### src/rtl/ifq_pkg.sv
// Shared constants and types for the instruction prefetch queue.
// The pointer and count types are sized for the default queue depth.
package ifq_pkg;

    localparam logic [31:0] NOP_INSTR  = 32'h0000_0000;
    localparam int unsigned WORD_BYTES = 4;
    localparam int unsigned IFQ_DEPTH  = 4;

    typedef logic [$clog2(IFQ_DEPTH)-1:0] ifq_ptr_t;
    typedef logic [$clog2(IFQ_DEPTH):0]   ifq_cnt_t;

    // Classification of one cycle's lookup, which selects the state update.
    typedef enum logic [1:0] {
        UPD_HIT,
        UPD_PENDING,
        UPD_REDIRECT
    } ifq_upd_e;

endpackage

### src/rtl/ifetch_queue_if.sv
// Instruction-memory request/acknowledge channel of the prefetch queue.
// The master is the queue; the slave is the instruction memory.
interface ifetch_queue_if #(
    parameter int W = 32
);
    logic         req;
    logic [W-1:0] addr;
    logic         ack;
    logic [31:0]  rdata;

    modport master (output req, output addr, input  ack, input  rdata);
    modport slave  (input  req, input  addr, output ack, output rdata);

endinterface

### src/rtl/ifq_ram.sv
// DEPTH x 32 storage for the prefetch queue.
// It has one synchronous write port and one asynchronous read port.
module ifq_ram #(
    parameter  int DEPTH = 4,
    localparam int PW    = $clog2(DEPTH)
) (
    input  logic          clk,
    input  logic          we_i,
    input  logic [PW-1:0] waddr_i,
    input  logic [31:0]   wdata_i,
    input  logic [PW-1:0] raddr_i,
    output logic [31:0]   rdata_o
);

    logic [31:0] data_q [DEPTH];

    // NOTE: the array has no reset. Only indices below count are ever read, and reset clears count.
    always_ff @(posedge clk) begin
        // NOTE: non-blocking assignment lets every flop sample pre-edge values, whatever the process order.
        if (we_i) data_q[waddr_i] <= wdata_i;
    end

    assign rdata_o = data_q[raddr_i];

endmodule

### src/rtl/ifetch_queue.sv
// Instruction prefetch queue between instruction memory and the fetch stage.
// Defining IFQ_PERF_EN adds the hit, miss and redirect event counters.
module ifetch_queue
    import ifq_pkg::*;
#(
    parameter int           W        = 32,
    parameter int           DEPTH    = IFQ_DEPTH,
    parameter logic [W-1:0] RESET_PC = '0
) (
    input  logic          clk,
    input  logic          reset,
    input  logic [W-1:0]  pc_i,
    output logic [31:0]   instr_o,
    output logic          hit_o,
    output logic          stall_o,
    ifetch_queue_if.master mem
`ifdef IFQ_PERF_EN
    ,
    output logic [31:0]   hit_cnt_o,
    output logic [31:0]   miss_cnt_o,
    output logic [31:0]   redirect_cnt_o
`endif
);

    localparam int PW = $clog2(DEPTH);
    localparam int CW = PW + 1;
    localparam int AW = W - 2;

    logic [W-1:0]  base_q, base_d;
    logic [CW-1:0] count_q, count_d;
    logic [PW-1:0] rd_ptr_q, rd_ptr_d;
    logic [PW-1:0] wr_ptr_q, wr_ptr_d;

    logic [AW-1:0] k_full;
    logic [PW-1:0] k;
    logic          hit;
    logic          pending;
    logic          req;
    logic          push;
    logic          ram_we;
    logic [31:0]   ram_rdata;
    logic [W-1:0]  pc_aligned;
    ifq_upd_e      upd;

    logic unused_pc_lsb;
    assign unused_pc_lsb = ^pc_i[1:0];

    assign pc_aligned = {pc_i[W-1:2], 2'b00};

    // Word distance from the oldest entry. It wraps, so a PC behind base gives a large k and misses.
    always_comb begin
        k_full  = pc_i[W-1:2] - base_q[W-1:2];
        k       = k_full[PW-1:0];
        hit     = !reset && (k_full < AW'(count_q));
        pending = (count_q == '0) && (k_full == '0);
        req     = !reset && (count_q < CW'(DEPTH));
        push    = req && mem.ack;
    end

    assign hit_o    = hit;
    assign stall_o  = !hit;
    assign instr_o  = hit ? ram_rdata : NOP_INSTR;
    assign mem.req  = req;
    assign mem.addr = reset ? RESET_PC : base_q + W'(count_q) * W'(WORD_BYTES);

    always_comb begin
        // NOTE: every signal gets a default first, so no path through the case infers a latch.
        base_d   = base_q;
        count_d  = count_q;
        rd_ptr_d = rd_ptr_q;
        wr_ptr_d = wr_ptr_q;
        ram_we   = 1'b0;

        if (hit)          upd = UPD_HIT;
        else if (pending) upd = UPD_PENDING;
        else              upd = UPD_REDIRECT;

        case (upd)
            UPD_HIT: begin
                base_d   = base_q + W'(k) * W'(WORD_BYTES);
                rd_ptr_d = rd_ptr_q + k;
                count_d  = count_q - CW'(k) + CW'(push);
                ram_we   = push;
            end
            UPD_PENDING: begin
                count_d = count_q + CW'(push);
                ram_we  = push;
            end
            default: begin
                // Any word arriving in this cycle belongs to the old stream and is dropped.
                base_d   = pc_aligned;
                count_d  = '0;
                rd_ptr_d = wr_ptr_q;
            end
        endcase

        if (ram_we) wr_ptr_d = wr_ptr_q + PW'(1);
    end

    always_ff @(posedge clk) begin
        if (reset) begin
            base_q   <= RESET_PC;
            count_q  <= '0;
            rd_ptr_q <= '0;
            wr_ptr_q <= '0;
        end else begin
            base_q   <= base_d;
            count_q  <= count_d;
            rd_ptr_q <= rd_ptr_d;
            wr_ptr_q <= wr_ptr_d;
        end
    end

    ifq_ram #(.DEPTH(DEPTH)) u_ram (
        .clk     (clk),
        .we_i    (ram_we),
        .waddr_i (wr_ptr_q),
        .wdata_i (mem.rdata),
        .raddr_i (rd_ptr_q + k),
        .rdata_o (ram_rdata)
    );

`ifdef IFQ_PERF_EN
    logic [31:0] hit_cnt_q, hit_cnt_d;
    logic [31:0] miss_cnt_q, miss_cnt_d;
    logic [31:0] redirect_cnt_q, redirect_cnt_d;

    always_comb begin
        hit_cnt_d      = hit_cnt_q + 32'(hit);
        miss_cnt_d     = miss_cnt_q + 32'(!hit);
        redirect_cnt_d = redirect_cnt_q + 32'(upd == UPD_REDIRECT);
    end

    always_ff @(posedge clk) begin
        if (reset) begin
            hit_cnt_q      <= '0;
            miss_cnt_q     <= '0;
            redirect_cnt_q <= '0;
        end else begin
            hit_cnt_q      <= hit_cnt_d;
            miss_cnt_q     <= miss_cnt_d;
            redirect_cnt_q <= redirect_cnt_d;
        end
    end

    assign hit_cnt_o      = hit_cnt_q;
    assign miss_cnt_o     = miss_cnt_q;
    assign redirect_cnt_o = redirect_cnt_q;
`endif

endmodule

### src/flat_wrapper.sv
// flat-port wrapper written by rule: the top's interface ports become plain ports
module ifetch_queue_flat import ifq_pkg::*;
#(
    parameter int           W        = 32,
    parameter int           DEPTH    = IFQ_DEPTH,
    parameter logic [W-1:0] RESET_PC = '0
)
  (clk, reset, pc_i, instr_o, hit_o, stall_o, mem_req, mem_addr, mem_ack, mem_rdata);
  ifetch_queue_if #(.W(W)) mem_i ();
  input  logic clk;
  input  logic reset;
  input  logic [W-1:0] pc_i;
  output logic [31:0] instr_o;
  output logic hit_o;
  output logic stall_o;
  output wire logic [$bits(mem_i.req)-1:0] mem_req;
  output wire logic [$bits(mem_i.addr)-1:0] mem_addr;
  input wire logic [$bits(mem_i.ack)-1:0] mem_ack;
  input wire logic [$bits(mem_i.rdata)-1:0] mem_rdata;
  assign mem_req = mem_i.req;
  assign mem_addr = mem_i.addr;
  assign mem_i.ack = mem_ack;
  assign mem_i.rdata = mem_rdata;
  ifetch_queue #(.W(W), .DEPTH(DEPTH), .RESET_PC(RESET_PC)) u_core (.clk(clk), .reset(reset), .pc_i(pc_i), .instr_o(instr_o), .hit_o(hit_o), .stall_o(stall_o), .mem(mem_i));
endmodule
### config.mk
export PLATFORM = sky130hd
export DESIGN_NAME = ifetch_queue_flat
export DESIGN_NICKNAME = d
export VERILOG_FILES = /design/src/rtl/ifq_pkg.sv /design/src/rtl/ifetch_queue_if.sv /design/src/rtl/ifq_ram.sv /design/src/rtl/ifetch_queue.sv /design/src/flat_wrapper.sv
export SDC_FILE = /design/constraint.sdc
export NUM_CORES = 1
export LEC_CHECK = 0
export ABC_AREA = 1
export ABC_CLOCK_PERIOD_IN_PS = 6700
export CAP_MARGIN = 20
export CORE_MARGIN = 3
export CORE_UTILIZATION = 53
export CTS_BUF_LIST = sky130_fd_sc_hd__clkbuf_4 sky130_fd_sc_hd__clkbuf_8
export CTS_CLUSTER_SIZE = 12
export DETAILED_ROUTE_END_ITERATION = 7
export MAX_ROUTING_LAYER = met4
export PLACE_DENSITY = 0.81
export SYNTH_ARGS = -nofsm -noshare
export SYNTH_HDL_FRONTEND = slang
export SYNTH_HIERARCHICAL = 1
export SYNTH_SLANG_ARGS = --single-unit
### constraint.sdc
create_clock -name clk -period 6.7 [get_ports clk]
set_input_delay 1.34 -clock clk [delete_from_list [all_inputs] [get_ports clk]]
set_output_delay 1.34 -clock clk [all_outputs]
set_load 0.03 [all_outputs]
Word level (Yosys, flattened, before mapping):

Memory sizes are Yosys's and may differ from the RTL's.
Index checks and enable logic that the tools add are counted.

* register bits: 39
* bits in writable memories: 128
* input port bits: 67
* word-level logic and storage cells: 36
* memories: 1

* $add $sub $neg: 8
* magnitude comparators: 2
* equality and inequality tests: 1
* multiplexer cells: 10
* reduce and logical (&&, ||, !) cells: 10

Memories
* u_core.u_ram.data_q: words 4, width 32, read ports 1, clocked after memory_dff 0, wr ports 1, RTL line ifq_ram.sv:15 `logic [31:0] data_q [DEPTH];`

Operators by type and width (number)
* two-way mux 32 bit: 2
* one-hot mux 32 bit (2 select lines): 1
* adder 32 x 4 -> 32 bit: 1
* adder 32 x 5 -> 32 bit: 1
* logical NOT 30 bit: 1
* < comparator 30 x 3 -> 1 bit: 1
* subtractor 30 bit: 1
* adder 3 x 1 -> 3 bit: 2
* one-hot mux 3 bit (2 select lines): 1
* logical AND 1 bit: 4
* two-way mux 2 bit: 2
* one-hot mux 2 bit (2 select lines): 1
* logical NOT 3 bit: 1
* < comparator 3 bit, second input constant: 1
* two-way mux 1 bit: 3
* subtractor 3 x 2 -> 3 bit: 1
* adder 2 x 1 -> 2 bit, second input constant: 1
* adder 2 bit: 1
* == test 2 x 1 -> 1 bit, second input constant: 1
* logical NOT 1 bit: 2
* logical NOT 2 bit: 1
* OR reduction 2 bit: 1

Longest topological paths before layout:

* depth in word-level cells: 10
* gate-level depth with buffers: 25

Hierarchy:

Netlist, hierarchy kept.

Modules (own cells, without submodules)
* ifetch_queue: instances 1, cells an instance 1164, area each 6139.6 um^2, sequential area each 740.7 um^2
* ifq_ram: instances 1, cells an instance 509, area each 5437.7 um^2, sequential area each 3843.7 um^2

Worst setup path before layout:

Ideal clock, no wire load.

* path kind: input to register
* start: input port pc_i[2]
* end: memory u_core.u_ram.data_q[1][0] (enable)
* data arrival time: 6.083 ns
* data required time: 6.239 ns
* setup slack: 0.156 ns
* stages on the path: 19
* cell sequence: inv_1 ha_1 fa_1 inv_1 ha_1 inv_1 a21oi_1 o21ai_0 nand4_1 nor2_1 nand2_1 nor2_1 nand3_1 nor2_4 nand3_4 buf_6 a21oi_2 inv_1 nor3_1

* word-level cells in the longest chain between the ends: 10
* elaborated cells on any way between the ends: 13
* classes of those cells: add/sub (1); order compare (1); eq/ne (1); mux (5); reduce/logical (5)

RTL lines
* start: declaration: RTL line flat_wrapper.sv:12 `input logic [W-1:0] pc_i;`
* subtractor 30 bit (*): RTL line ifetch_queue.sv:52 `k_full = pc_i[W-1:2] - base_q[W-1:2];`
* branches (longest 3 deep; another with < comparator 30 x 3 -> 1 bit)
* two-way mux 2 bit (*): RTL line ifetch_queue.sv:74 `if (hit) upd = UPD_HIT;`
* == test 2 x 1 -> 1 bit or logical NOT 2 bit (tied branches): RTL line ifetch_queue.sv:78 `case (upd)`
* OR reduction 2 bit (no source line) (*)
* two-way mux 1 bit (*): RTL line ifetch_queue.sv:78
* via u_core.ram_we: RTL line ifetch_queue.sv:40 `logic ram_we;`
* two-way mux 1 bit (*): RTL line ifq_ram.sv:20 `if (we_i) data_q[waddr_i] <= wdata_i;`
* two-way mux 1 bit (implied by the code) (*): RTL line ifq_ram.sv:20
* end: declaration: RTL line ifq_ram.sv:15

Mark *: on every way through the listed nets, which the timed path passes.

Worst setup path in the final report:

* start: input port pc_i[2]
* end: output port instr_o[31]

* word-level cells in the longest chain between the ends: 4
* elaborated cells on any way between the ends: 6
* classes of those cells: add/sub (2); order compare (1); mux (1); reduce/logical (1); memory (1)

RTL lines
* subtractor 30 bit (*): RTL line ifetch_queue.sv:52
* < comparator 30 x 3 -> 1 bit or adder 2 bit (tied branches): RTL line ifetch_queue.sv:54, ifetch_queue.sv:119
* logical AND 1 bit or memory read (4 x 32 bit) (tied branches)
* two-way mux 32 bit (*): RTL line ifetch_queue.sv:62 `assign instr_o = hit ? ram_rdata : NOP_INSTR;`
* end: declaration: RTL line flat_wrapper.sv:13 `output logic [31:0] instr_o;`

Mark *: on every way between the ends. The rest lies on a longest branch, timed or not.

==> flow_summary.yaml <==
outcome:
  status: "completed"
grt:
  antenna_found_initial: 0
  track_usage: 0.2638
  grt_pass1_vias: 9981
  grt_max_degree: 66
  grt_pass1_wl_um: 48720
  overflow: 0
yosys:
  synth_area_leader_cell: "edfxtp_1"
  synth_compound_area_frac: 0.04042
  synth_seq_cells: 165
  synth_top_family_by_area: "simple AND/OR/NAND/NOR gates"
  synth_top_cell_area_share: 0.3320
  synth.distinct_cells: 38
  async_flop_share: 0
  synth_cells: 1673
  syn_area_mm2: 0.01158
  synthXorXnorAreaFrac: 0.02194
  synthAdderAreaFrac: 0.05123
  synthFlopType: "edfxtp_1"
  yosys_warnings: 6
  synth_edf_count: 128
  muxShareOfSynthArea: 0
  synth_area_per_cell_um2: 6.920
  yosys.area_share.simple: 0.3384
  yosys-top-cells-area: "edfxtp_1 (33%), nand2_1 (18%), inv_1 (12%), nand3_1 (7.4%), dfxtp_1 (6.4%)"
  ys_seq_area_frac: 0.3960
clock_tree:
  cts.sinks: 165
  cts_tree: "built"
  clk_path_buf_depth: 2
  clk_pin_slew_ps: 100
  h-tree-depth: 4
  worstSkewPairLatency_ps: 470
  ctsRootBufferMaster: "clkbuf_8"
  hold_buffers: 0
  postCtsSetupBuffers: 0
  cts_made_buffers: 17
  cts_resized: 0
cells_and_area:
  nNetsFinal: 1904
  post_route_cells_drive_above_1_share: 0.06648
  antenna_cells: 0
  post-route-util: 0.6299
  area_delta_synth_final_pct: 15.45
route:
  drtAntennaViolNets: 0
  wire_per_inst_um: 14.81
  drt-total-wl_um: 30810
  drtIter0Drc: 927
  drc: 0
  dr_total_vias: 10810
  post_drt_via_cell_ratio: 5.196
  firstDrtPassIters: 5
sta:
  worstMarginPinSlew_ps: 774.6
  slew_headroom: 0.4781
  tns_ps: 0
  hold_viol: 0
  rsz0062_at_grt: "false"
  final.period_utilization: 0.9460
  maxSlewViolCount: 0
  finClkSkew_ps: 21.00
  fmax_mhz: 157.8
  setup_violations: 0
  post-route-min-period_ps: 6338
run:
  drv_cap: 0
power_and_ir_drop:
  p_leak_uw: 0.006680
  p_per_area_mw_per_mm2: 176.4
  ir_worst_vdd_v: 0.0001214
setup_path:
  critPathSlowestCell: "fa_1"
  critPathCaptureType: "primary output"
  worst-setup-path-type: "in2out"
  cp.required_ps: 5360
  cp-start-kind: "input pin"
  cp_num_buf_inv: 6
  worstPathCellList: "clkdlybuf4s50_1, inv_1, ha_1, fa_1, inv_1, ha_1, inv_1, a21oi_1, o21ai_0, nand4_1, nor2_1, nand2_1, nor2_1, nand3_1, nor2_4, nand3_4, buf_4, nor2_1, buf_4"
  cpPeakStageDelay_ps: 630
  cp.arrival_ps: 5000
  crit_family: "buffers and inverters"
  crit_path_max_fanout: 41
hold_path:
  hp-class: "reg2reg"
place:
  gp_congestion: 0.9856
  hpwl_um: 22200
  portBuffers: 129
floorplan:
  die_w_um: 153.8
  start_util: 0.5456
  die_area_mm2: 0.02365
  rows: 53
  die-height_um: 153.8
  pin_count: 134
  core_mm2: 0.02122
==> cell type report <==
type	count	area [µm²]
clock inverters	15	158.9
inverters	381	1431
repair buffers	147	1344
well taps	275	344.1
flip-flops and latches	165	4584
fillers	1891	7854
multi-input cells	1080	5270
clock buffers	17	234.0
==> cell usage in the layout, fill, tap and decap left out, types with 2 or more instances in the layout <==
master,n
nand2_1,540
inv_1,372
nand3_1,171
edfxtp_1,128
nor2_1,117
clkdlybuf4s50_1,96
buf_4,51
a21oi_1,49
ha_1,40
dfxtp_1,37
o21ai_0,30
nor3_1,26
xor2_1,23
clkbuf_8,17
nand4_1,14
nand3b_1,9
inv_8,7
nor2_2,7
inv_2,7
nand3_2,7
and2_1,5
xnor2_1,5
nor4_1,5
fa_1,4
nor3_2,4
clkinv_4,3
a21o_1,3
nor2_4,3
a31oi_1,3
clkinv_8,2
clkinv_2,2
and3_1,2
nand3_4,2
o21a_1,2
or2_2,2
conb_1,2
==> path summary, 6_finish.rpt <==
check	slack (ps)	startpoint	to	cells after the start
worst max-delay path	360	pc_i[2]	instr_o[31]	19
worst min-delay path	570	u_core/rd_ptr_q[0]$_SDFFE_PP0P_	u_core/rd_ptr_q[0]$_SDFFE_PP0P_	4
worst max register to register	2280	u_core/base_q[2]$_SDFFE_PP0P_	u_core/u_ram/data_q[0][20]$_DFFE_PP_	19
worst min register to register	570	u_core/rd_ptr_q[0]$_SDFFE_PP0P_	u_core/rd_ptr_q[0]$_SDFFE_PP0P_	4
==> worst min-delay path, stage by stage (launching register included) <==
cell	delay [ps]
dfxtp_1	330
nand2_1	60
nand3_1	60
nand2_1	60
inv_1	30
==> synth_stat cells (7+ instances only) <==
cell type,n
nand2_1,540
inv_1,372
nand3_1,171
edfxtp_1,128
nor2_1,117
a21oi_1,49
ha_1,41
dfxtp_1,37
nor3_1,30
o21ai_0,30
xor2_1,24
buf_2,20
nand4_1,14
buf_6,10
buf_4,9
nand3b_1,9
clkbuf_1,8
inv_2,7
nand3_2,7
nor2_2,7
==> state kept, by name (all words and copies together) (netlist names) <==
signal and flops:
u_core/base_q 30, u_core/count_q 3, u_core/rd_ptr_q 2, u_core/u_ram/data_q 128, u_core/wr_ptr_q 2
==> cell families (layout without fill, tap and decap cells) <==
logic type	after synthesis	count (layout)
fa+ha+maj	45	45
xor+xnor	29	29
flops	165	165
other cells	1	2
compound gates	89	89
simple gates	915	915
buf+inv	429	560
==> metrics by stage <==
step / cell area [µm²] / setup WS [ps] / hold WS, ps / total power, µW / instances
final: 13370 / 361.8 / 565.7 / 2357 / 2080
after CTS: 13370 / 393.5 / 572.4 / 2367 / 2080
after floorplan: 11580 / 156.1 / 513.0 / 1510 / 1674
after global placement: 12970 / 450.3 / 536.7 / 1651 / 2048
after global routing: 13370 / 146.8 / 621.7 / 2480 / 2080
after detailed placement: 12970 / 404.2 / 556.4 / 1661 / 2048
==> power breakdown <==
part | switching [µW] | leakage [µW] | internal (µW) | total (µW)
Sequential | 15.6 | 0.00146 | 1110 | 1120
Clock | 429 | 0.000199 | 281 | 710
Combinational | 334 | 0.00502 | 189 | 523
Total | 778 | 0.00668 | 1580 | 2360
==> layer usage <==
layer  track usage  vias to the layer above  wire [µm]
met4       0.08242                        0        706
met5             -                        -          0
li1              -                     5381          -
met3       0.02899                       60       2231
met1        0.3325                     4929      12860
met2        0.4493                      438      15010
Power figures use the tool's default switching activity.
